[config.mk]
export PLATFORM = sky130hd
export DESIGN_NAME = hazard_scoreboard_flat
export DESIGN_NICKNAME = d
export VERILOG_FILES = /design/src/rtl/hazard_scoreboard_if.sv /design/src/rtl/hazard_scoreboard.sv /design/src/flat_wrapper.sv
export SDC_FILE = /design/constraint.sdc
export NUM_CORES = 1
export LEC_CHECK = 0
export CAP_MARGIN = 0
export CORE_MARGIN = 4
export CORE_UTILIZATION = 50
export CTS_CLUSTER_DIAMETER = 40
export DETAILED_ROUTE_END_ITERATION = 16
export PLACE_DENSITY = 0.89
export SLEW_MARGIN = 5
export SYNTH_ARGS = -nofsm -noshare
export SYNTH_HDL_FRONTEND = slang
export SYNTH_SLANG_ARGS = --single-unit
[constraint.sdc]
create_clock -name clk -period 3.9 [get_ports clk]
set_input_delay 0.585 -clock clk [delete_from_list [all_inputs] [get_ports clk]]
set_output_delay 0.585 -clock clk [all_outputs]
set_load 0.02 [all_outputs]
[src/rtl/hazard_scoreboard_if.sv]
// Issue / writeback / drain bundle between decoder, scoreboard and register stage.
// The decoder side drives the master modport; the scoreboard uses the slave modport.
interface hazard_scoreboard_if #(
  parameter int NUM_REGS = 16,
  parameter int REG_AW   = 4,
  parameter int TOT_W    = 6
);
  logic                iss_valid;
  logic                iss_rs1_en;
  logic [REG_AW-1:0]   iss_rs1;
  logic                iss_rs2_en;
  logic [REG_AW-1:0]   iss_rs2;
  logic                iss_rd_en;
  logic [REG_AW-1:0]   iss_rd;
  logic                iss_ready;
  logic                wb_valid;
  logic [REG_AW-1:0]   wb_rd;
  logic                drain_req;
  logic                drain_done;
  logic [NUM_REGS-1:0] busy_mask;
  logic [TOT_W-1:0]    inflight;
  logic                err_underflow;

  modport master (
    output iss_valid, iss_rs1_en, iss_rs1, iss_rs2_en, iss_rs2, iss_rd_en, iss_rd,
    output wb_valid, wb_rd, drain_req,
    input  iss_ready, drain_done, busy_mask, inflight, err_underflow
  );

  modport slave (
    input  iss_valid, iss_rs1_en, iss_rs1, iss_rs2_en, iss_rs2, iss_rd_en, iss_rd,
    input  wb_valid, wb_rd, drain_req,
    output iss_ready, drain_done, busy_mask, inflight, err_underflow
  );
endinterface

[src/rtl/hazard_scoreboard.sv]
// Per-register pending-write scoreboard: stalls issue on RAW/saturated WAW hazards,
// releases registers on writeback and offers a drain handshake for flushes.
module hazard_scoreboard #(
  parameter int NUM_REGS = 16,
  parameter int REG_AW   = 4,
  parameter int CNT_W    = 2,
  parameter int TOT_W    = 6
) (
  input  logic               clk,
  input  logic               rst,
  hazard_scoreboard_if.slave bus
);
  localparam logic [CNT_W-1:0] CNT_MAX = '1;

  typedef enum logic [1:0] {S_RUN, S_DRAIN, S_DONE} state_t;

  state_t                         r_state;
  state_t                         w_state_next;
  logic [CNT_W-1:0]               r_cnt [NUM_REGS];
  logic [TOT_W-1:0]               r_inflight;
  logic                           r_err;
  logic [NUM_REGS-1:0]            w_nz;
  logic [NUM_REGS-1:0]            w_inc;
  logic [NUM_REGS-1:0]            w_dec;
  logic                           w_hz;
  logic                           w_run;
  logic                           w_ready;
  logic                           w_accept;
  logic                           w_drain_done;

  genvar gi;
  generate
    for (gi = 0; gi < NUM_REGS; gi++) begin : g_reg
      assign w_nz[gi]  = (r_cnt[gi] != '0);
      assign w_inc[gi] = w_accept & bus.iss_rd_en & (bus.iss_rd == REG_AW'(gi));
      // Decrement is suppressed at zero so a stray writeback cannot wrap the counter.
      assign w_dec[gi] = bus.wb_valid & (bus.wb_rd == REG_AW'(gi)) & w_nz[gi];
    end
  endgenerate

  assign w_hz = (bus.iss_rs1_en & w_nz[bus.iss_rs1])
              | (bus.iss_rs2_en & w_nz[bus.iss_rs2])
              | (bus.iss_rd_en  & (r_cnt[bus.iss_rd] == CNT_MAX));

  assign w_ready  = w_run & ~bus.drain_req & ~w_hz & ~rst;
  assign w_accept = bus.iss_valid & w_ready;

  always_ff @(posedge clk or posedge rst) begin
    if (rst) begin
      for (int i = 0; i < NUM_REGS; i++) r_cnt[i] <= '0;
      r_inflight <= '0;
      r_err      <= 1'b0;
    end else begin
      for (int i = 0; i < NUM_REGS; i++) begin
        if (w_inc[i] & ~w_dec[i])      r_cnt[i] <= r_cnt[i] + CNT_W'(1);
        else if (w_dec[i] & ~w_inc[i]) r_cnt[i] <= r_cnt[i] - CNT_W'(1);
      end
      if ((|w_inc) & ~(|w_dec))      r_inflight <= r_inflight + TOT_W'(1);
      else if ((|w_dec) & ~(|w_inc)) r_inflight <= r_inflight - TOT_W'(1);
      if (bus.wb_valid & ~w_nz[bus.wb_rd]) r_err <= 1'b1;
    end
  end

  always_ff @(posedge clk or posedge rst) begin
    if (rst) r_state <= S_RUN;
    else     r_state <= w_state_next;
  end

  always_comb begin
    w_state_next = r_state;
    case (r_state)
      S_RUN:   if (bus.drain_req) w_state_next = S_DRAIN;
      S_DRAIN: if ((r_inflight == '0) && !bus.wb_valid) w_state_next = S_DONE;
      S_DONE:  w_state_next = bus.drain_req ? S_DRAIN : S_RUN;
      default: w_state_next = S_RUN;
    endcase
  end

  always_comb begin
    w_run        = (r_state == S_RUN);
    w_drain_done = (r_state == S_DONE);
  end

  assign bus.iss_ready     = w_ready;
  assign bus.drain_done    = w_drain_done;
  assign bus.busy_mask     = w_nz;
  assign bus.inflight      = r_inflight;
  assign bus.err_underflow = r_err;
endmodule

[src/flat_wrapper.sv]
// flat-port wrapper written by rule: the top's interface ports become plain ports
module hazard_scoreboard_flat 
#(
  parameter int NUM_REGS = 16,
  parameter int REG_AW   = 4,
  parameter int CNT_W    = 2,
  parameter int TOT_W    = 6
)
  (clk, rst, bus_iss_valid, bus_iss_rs1_en, bus_iss_rs1, bus_iss_rs2_en, bus_iss_rs2, bus_iss_rd_en, bus_iss_rd, bus_wb_valid, bus_wb_rd, bus_drain_req, bus_iss_ready, bus_drain_done, bus_busy_mask, bus_inflight, bus_err_underflow);
  hazard_scoreboard_if #(.NUM_REGS(NUM_REGS), .REG_AW(REG_AW), .TOT_W(TOT_W)) bus_i ();
  input  logic clk;
  input  logic rst;
  input wire logic [$bits(bus_i.iss_valid)-1:0] bus_iss_valid;
  input wire logic [$bits(bus_i.iss_rs1_en)-1:0] bus_iss_rs1_en;
  input wire logic [$bits(bus_i.iss_rs1)-1:0] bus_iss_rs1;
  input wire logic [$bits(bus_i.iss_rs2_en)-1:0] bus_iss_rs2_en;
  input wire logic [$bits(bus_i.iss_rs2)-1:0] bus_iss_rs2;
  input wire logic [$bits(bus_i.iss_rd_en)-1:0] bus_iss_rd_en;
  input wire logic [$bits(bus_i.iss_rd)-1:0] bus_iss_rd;
  input wire logic [$bits(bus_i.wb_valid)-1:0] bus_wb_valid;
  input wire logic [$bits(bus_i.wb_rd)-1:0] bus_wb_rd;
  input wire logic [$bits(bus_i.drain_req)-1:0] bus_drain_req;
  output wire logic [$bits(bus_i.iss_ready)-1:0] bus_iss_ready;
  output wire logic [$bits(bus_i.drain_done)-1:0] bus_drain_done;
  output wire logic [$bits(bus_i.busy_mask)-1:0] bus_busy_mask;
  output wire logic [$bits(bus_i.inflight)-1:0] bus_inflight;
  output wire logic [$bits(bus_i.err_underflow)-1:0] bus_err_underflow;
  assign bus_i.iss_valid = bus_iss_valid;
  assign bus_i.iss_rs1_en = bus_iss_rs1_en;
  assign bus_i.iss_rs1 = bus_iss_rs1;
  assign bus_i.iss_rs2_en = bus_iss_rs2_en;
  assign bus_i.iss_rs2 = bus_iss_rs2;
  assign bus_i.iss_rd_en = bus_iss_rd_en;
  assign bus_i.iss_rd = bus_iss_rd;
  assign bus_i.wb_valid = bus_wb_valid;
  assign bus_i.wb_rd = bus_wb_rd;
  assign bus_i.drain_req = bus_drain_req;
  assign bus_iss_ready = bus_i.iss_ready;
  assign bus_drain_done = bus_i.drain_done;
  assign bus_busy_mask = bus_i.busy_mask;
  assign bus_inflight = bus_i.inflight;
  assign bus_err_underflow = bus_i.err_underflow;
  hazard_scoreboard #(.NUM_REGS(NUM_REGS), .REG_AW(REG_AW), .CNT_W(CNT_W), .TOT_W(TOT_W)) u_core (.clk(clk), .rst(rst), .bus(bus_i));
endmodule
---- After elaboration in Yosys (flattened, before gate mapping) ----
Cells that the tools add are included.
storage, ports and cells
  flip-flop bits (word level) ............. 41
  bits of input ports ..................... 24
  output and inout port bits .............. 25
  word-level logic and storage cells ...... 313
operators by class
  $add $sub $neg .......................... 34
  $lt $le $gt $ge ......................... 4
  equal/unequal tests ..................... 35
  multiplexer cells ....................... 47
  bitwise operators ....................... 132
  reductions and logical operators ........ 42
operators with widths
  cell                   number
  $and A1 B1 Y1          91
  $mux W2                36
  $reduce_bool A2 Y1     33
  $eq A4 B4 Y1 const B   16
  $not A1 Y1             38
  $add A2 B1 Y2 const B  16
  $eq A4 B3 Y1 const B   8
  $reduce_or A16 Y1      2
  $sub A2 B1 Y2 const B  16
  $eq A4 B2 Y1 const B   4
  $lt A4 B5 Y1 const B   3
  $bmux W1 S4            3
  $mux W6                2
  $bmux W2 S4            1
  $eq A4 B1 Y1 const B   2
  $logic_not A4 Y1       2
  $add A6 B1 Y6 const B  1
  $logic_not A6 Y1       1
  $pmux W2 S3            1
  $sub A6 B1 Y6 const B  1
  $ge A5 B5 Y1 const B   1
  $not A4 Y5             1
  $eq A2 B2 Y1 const B   2
  $mux W1                4
  8 further kinds        9

---- Longest topological paths before layout ----
  word-level depth ........................ 18
  depth in mapped cells ................... 18
  mapped depth without buffers ............ 16

---- Least setup slack after synthesis ----
Ideal clock, no wire load.
  path kind ............................... in2reg
  start ................................... input port bus_iss_rs1[2]
  end ..................................... register u_core.r_inflight[5], in the netlist u_core.bus.inflight[5]
  library setup time ...................... 131 ps
  arrival time ............................ 3739 ps
  path slack .............................. 30 ps
  stages on the path ...................... 16
  path buffers ............................ 2
  path through ............................ inv_1 mux4_1 mux4_2 a211o_1 buf_6 buf_12 nor2_1 ha_1 inv_1 ha_1 a21o_1 a21oi_1 nor2_1 nand3_1 nand4_1 xor2_1
between the ends
  cells in the longest elaborated chain, start to end .. 15
  elaborated cells on any way between the ends .. 32
RTL lines
  item                                 line                                              RTL
  from (decl)                          flat_wrapper.sv:15                                input wire logic [$bits(bus_i.iss_rs1)-1:0] bus_iss_rs1;
  $bmux W1 S4 *                        hazard_scoreboard.sv:41                           assign w_hz = (bus.iss_rs1_en & w_nz[bus.iss_rs1])
  $mux W1 (implied by the code) *      hazard_scoreboard.sv:41
  $and A1 B1 Y1 *                      hazard_scoreboard.sv:41
  $or A1 B1 Y1 *                       hazard_scoreboard.sv:42                           | (bus.iss_rs2_en & w_nz[bus.iss_rs2])
  $or A1 B1 Y1 *                       hazard_scoreboard.sv:43                           | (bus.iss_rd_en & (r_cnt[bus.iss_rd] == CNT_MAX));
  $not A1 Y1 *                         hazard_scoreboard.sv:45                           assign w_ready = w_run & ~bus.drain_req & ~w_hz & ~rst;
  $and A1 B1 Y1 * (2 in series)        hazard_scoreboard.sv:45
  $and A1 B1 Y1 *                      hazard_scoreboard.sv:46                           assign w_accept = bus.iss_valid & w_ready;
  $and A1 B1 Y1 *                      hazard_scoreboard.sv:35                           assign w_inc[gi] = w_accept & bus.iss_rd_en & (bus.iss_rd == REG_AW'(gi));
  $and A1 B1 Y1                        hazard_scoreboard.sv:35
  $reduce_or A16 Y1 *                  hazard_scoreboard.sv:58, hazard_scoreboard.sv:59
  $not A1 Y1                           hazard_scoreboard.sv:59                           else if ((|w_dec) & ~(|w_inc)) r_inflight <= r_inflight - TOT_W'(1);
  $and A1 B1 Y1                        hazard_scoreboard.sv:59
  $reduce_bool A2 Y1 (no source line)  --
  to (signal assigned)                 hazard_scoreboard.sv:58                           if ((|w_inc) & ~(|w_dec)) r_inflight <= r_inflight + TOT_W'(1);
  to (signal assigned)                 hazard_scoreboard.sv:59
  to (decl)                            hazard_scoreboard.sv:20                           logic [TOT_W-1:0] r_inflight;
Every way passes the cells marked *; elsewhere a longest branch is shown, timed or not. The select of a mux whose other input is x is not followed.
A chain may end at the register's enable or synchronous reset.

---- Final worst setup path ----
Same ends and word-level chain as after synthesis.

==> impl_metrics.py <==
metrics = {
    "setup_path": {
        "timing.critical_path.arrival_ns": 3.96,
        "timing.critical_path.slowest_cell_delay_ns": 0.56,
        "crit_start": "bus_iss_rs1[2]",
        "worstReg2RegStart": "u_core.r_cnt[8]$_DFFE_PP0P_",
        "cpMostUsedCell": "sky130_fd_sc_hd__nor2_1",
        "worstSetupEndpointType": "flip-flop",
        "crit_path_cell_trace": "clkdlybuf4s50_1, inv_2, mux4_1, mux4_2, a211o_1, nor2_1, ha_2, inv_1, ha_1, a21o_1, a21oi_2, nor2_1, nand3_1, nand4_1, xor2_1",
        "critical_path.slowest_cell": "sky130_fd_sc_hd__mux4_1",
        "critical_path_required_ns": 4.08,
        "timing.setup.critical_path_class": "in -> reg",
        "critPathMaxFanout": 4,
        "worstRegToRegCells": 15,
        "setup.worst_path.start_class": "input port",
    },
    "yosys": {
        "synth_top_area_share_pct": 31.41,
        "yosys_warnings": 0,
        "synth_largest_area_cell": "sky130_fd_sc_hd__dfrtp_1",
        "synth_area_um2": 3267,
        "synth_cells": 318,
        "syn-num-nets": 364,
        "area_contributors_post_synth": "sky130_fd_sc_hd__dfrtp_1, sky130_fd_sc_hd__xor2_1, sky130_fd_sc_hd__mux4_2",
        "postSynth.topFlopCell": "sky130_fd_sc_hd__dfrtp_1",
        "async_flop_share_pct": 100.0,
        "yosysUniqueCellTypes": 45,
        "ys_seq_elements": 41,
        "synth_enable_flop_cells": 0,
        "synth-seq-area-share_pct": 31.41,
        "postSynthAreaPerCell_um2": 10.27,
    },
    "routing": {
        "dr_total_vias": 2871,
        "detailedRoute.firstPassIterationCount": 6,
        "dr.first_iter.drc_count": 458,
        "detail_route.wirelength_um": 8979,
        "drt-vias-per-instance": 6.148,
        "detail-route-antenna-nets": 0,
        "route.detailed.wl_per_inst_um": 19.23,
        "detail_route.drc_violations": 0,
    },
    "sta": {
        "timing.final.setup_violations": 0,
        "hold_vio_cnt_final": 0,
        "worstMarginPinSlew_ns": 0.6383,
        "timing.clock.skew_ns": 0.003841,
        "hold_slack_ns": 0.4935,
        "maxClockFrequency_ghz": 0.2649,
        "slew_violations": 0,
        "slew_headroom_pct": 57.36,
        "min_period_ns": 3.776,
        "final.setup.tns_ns": 0,
        "finalCritPeriodShare_pct": 96.81,
    },
    "cells_and_area": {
        "finish.cell_count_without_fillers": 467,
        "post_route_cells_drive_above_1_share_pct": 18.46,
        "flow.area_growth_from_synthesis_pct": 25.28,
        "insertedDiodeCount": 0,
        "finalNetCount": 436,
    },
    "pwr": {
        "p_sw_share_pct": 42.91,
        "power_frac_clock_pct": 10.8,
        "power.density_nw_per_um2": 644.5,
        "power.static_leakage_uw": 0.001904,
        "power.combinational.fraction_pct": 58.7,
        "power_frac_seq_pct": 30.5,
        "power_report.internal_total_uw": 1506,
        "switchingPower_uw": 1132,
        "worst_ir_drop_vdd_uv": 446.8,
    },
    "floorplanning": {
        "floorplan.initialDensity_pct": 51.45,
        "boundary_pin_count": 49,
        "die_area_um2": 7891,
        "dieHeight_um": 88.83,
        "placement_rows": 29,
        "die_width_um": 88.83,
        "placeableCoreArea_um2": 6350,
    },
    "clocking": {
        "cts-root-buf": "sky130_fd_sc_hd__clkbuf_8",
        "tritoncts.num_buffers": 5,
        "worstSkewPairLatency_ns": 0.29,
        "post_cts_hold_buffer_count": 0,
        "cts_tree": "done",
        "cts-htree-levels": 2,
        "clock_path_buffers": 2,
        "clk_pin_slew_ns": 0.08,
        "cts.sink_count": 41,
    },
    "global_routing": {
        "global_route.usage.total_pct": 23.86,
        "overflow": 0,
        "grt_pass1_wl_um": 14350,
        "grt_pass1_vias": 2889,
        "antenna_violations_before_repair": 0,
        "grt_max_degree": 42,
    },
    "job": {
        "drv_cap": 0,
    },
    "placement": {
        "numPortBuffers": 48,
        "gp_congestion": 1.022,
        "placed_cells_incl_taps": 459,
        "hpwl_um": 6922,
    },
    "min_path": {
        "hp-class": "reg -> reg",
        "timing.hold.worst_path_depth": 1,
        "timing.hold.worst.start": "u_core.r_cnt[13]$_DFFE_PP0P_",
    },
    "status": {
        "outcome": "finished clean",
    },
}
## path summary, 6_finish.rpt
path / end / slack (ns)
setup / recovery: u_core.bus.inflight[5]$_DFFE_PP0P_ / 0.12
setup reg to reg: u_core.bus.inflight[5]$_DFFE_PP0P_ / 0.20
min in group asynchronous: u_core.r_state[0]$_DFFE_PP0P_ / 0.76
max in group asynchronous: u_core.r_cnt[3]$_DFFE_PP0P_ / 2.77
hold / removal: u_core.r_cnt[13]$_DFFE_PP0P_ / 0.49
hold reg to reg: u_core.r_cnt[13]$_DFFE_PP0P_ / 0.49
## cell type report
class | instances | area, um2
tap | 77 | 96.34
inverter | 13 | 48.80
multi-input combinational | 250 | 2117
sequential | 41 | 1026
fill | 483 | 2257
clock buffer | 7 | 86.33
timing repair buffer | 79 | 718.2
## worst max-delay path: cells and delay by family
family	cells	cell delay [ns]
mux	2	1.05
compound gates	3	0.71
buf+inv	3	0.61
fa+ha+maj	2	0.47
simple gates	4	0.37
xor+xnor	1	0.16
## per-stage QoR
step	area (um2)	setup WS [ns]	util, %	power, uW
final	4093	0.1245	64.45	2638
after global routing	4093	-0.02048	64.45	2777
after CTS	4061	0.03049	63.96	2592
after detailed placement	3976	-0.2774	62.62	2302
after global placement	3976	-0.1738	62.62	2247
after floorplan	3267	0.03013	-	1686
## power by group through the flow
stage	logic (uW)	clock network [uW]	registers [uW]
after floorplan	914	0	772
final	1550	285	804
after global routing	1640	310	827
after global placement	1460	0	787
after CTS	1510	288	798
after detailed placement	1500	0	804
## cell families after synthesis
| logic type | count (synthesis) | share of synthesized area, % |
|---|---|---|
| adder cells (fa/ha/maj) | 22 | 8.656 |
| multiplexers | 25 | 15.24 |
| AND/OR/NAND/NOR | 120 | 20.15 |
| buffers and inverters | 27 | 4.328 |
| XOR/XNOR | 53 | 14.21 |
| flip-flops | 41 | 31.41 |
| AO/OA/AOI/OAI | 30 | 6.013 |
## Yosys cell counts (8+ instances only)
master	n
sky130_fd_sc_hd__nand3_1	14
sky130_fd_sc_hd__nor2_1	32
sky130_fd_sc_hd__nand2_1	14
sky130_fd_sc_hd__inv_1	13
sky130_fd_sc_hd__clkbuf_1	8
sky130_fd_sc_hd__o21ai_0	9
sky130_fd_sc_hd__dfrtp_1	41
sky130_fd_sc_hd__xor2_1	34
sky130_fd_sc_hd__ha_1	21
sky130_fd_sc_hd__nor3_1	11
sky130_fd_sc_hd__nor4_1	11
sky130_fd_sc_hd__mux4_2	13
sky130_fd_sc_hd__xnor2_1	19
## repair_timing
action,CTS,global route
gates resized for setup,1,7
setup endpoints to repair,1,3
pin swaps,0,1
buffers inserted,0,1
## routing by layer
metal	share of wire (%)	track usage, %	wire, um	vias to the layer above
li1	-	-	-	1289
met1	42	33.41	3740	1354
met2	46	37.38	4091	196
met3	9.8	3.818	880	32
met4	3.0	8.654	266	0
met5	0	0	0	-
## flip-flops by register name, indices dropped and copies added (netlist names)
name and count:
u_core.bus.err_underflow 1, u_core.r_state 2, u_core.r_cnt 32, u_core.bus.inflight 6
## cell usage in the layout (no fill, tap or decap), types with 2 or more instances in the layout
cell / Yosys / layout
sky130_fd_sc_hd__nor2b_1: 4 / 4
sky130_fd_sc_hd__nor2_1: 32 / 32
sky130_fd_sc_hd__a21oi_1: 6 / 5
sky130_fd_sc_hd__a211o_1: 2 / 2
sky130_fd_sc_hd__inv_1: 13 / 12
sky130_fd_sc_hd__clkbuf_8: 0 / 6
sky130_fd_sc_hd__buf_4: 0 / 30
sky130_fd_sc_hd__a211oi_1: 3 / 2
sky130_fd_sc_hd__nand2b_1: 6 / 6
sky130_fd_sc_hd__nor4_2: 4 / 5
sky130_fd_sc_hd__a31oi_1: 2 / 2
sky130_fd_sc_hd__mux4_1: 5 / 5
sky130_fd_sc_hd__dfrtp_1: 41 / 41
sky130_fd_sc_hd__or2_2: 5 / 5
sky130_fd_sc_hd__o221ai_1: 3 / 3
sky130_fd_sc_hd__xnor2_1: 19 / 19
sky130_fd_sc_hd__ha_1: 21 / 20
sky130_fd_sc_hd__and3_1: 2 / 2
sky130_fd_sc_hd__nor4_1: 11 / 10
sky130_fd_sc_hd__nand3_1: 14 / 14
sky130_fd_sc_hd__clkdlybuf4s50_1: 0 / 46
sky130_fd_sc_hd__mux2_2: 3 / 3
sky130_fd_sc_hd__or2_1: 5 / 5
sky130_fd_sc_hd__nand4_1: 5 / 5
sky130_fd_sc_hd__o21ai_0: 9 / 9
sky130_fd_sc_hd__mux4_2: 13 / 13
sky130_fd_sc_hd__xor2_1: 34 / 34
sky130_fd_sc_hd__nor3_1: 11 / 11
sky130_fd_sc_hd__nand2_1: 14 / 14
sky130_fd_sc_hd__mux2i_1: 4 / 4
(Power assumes the default switching activity.)
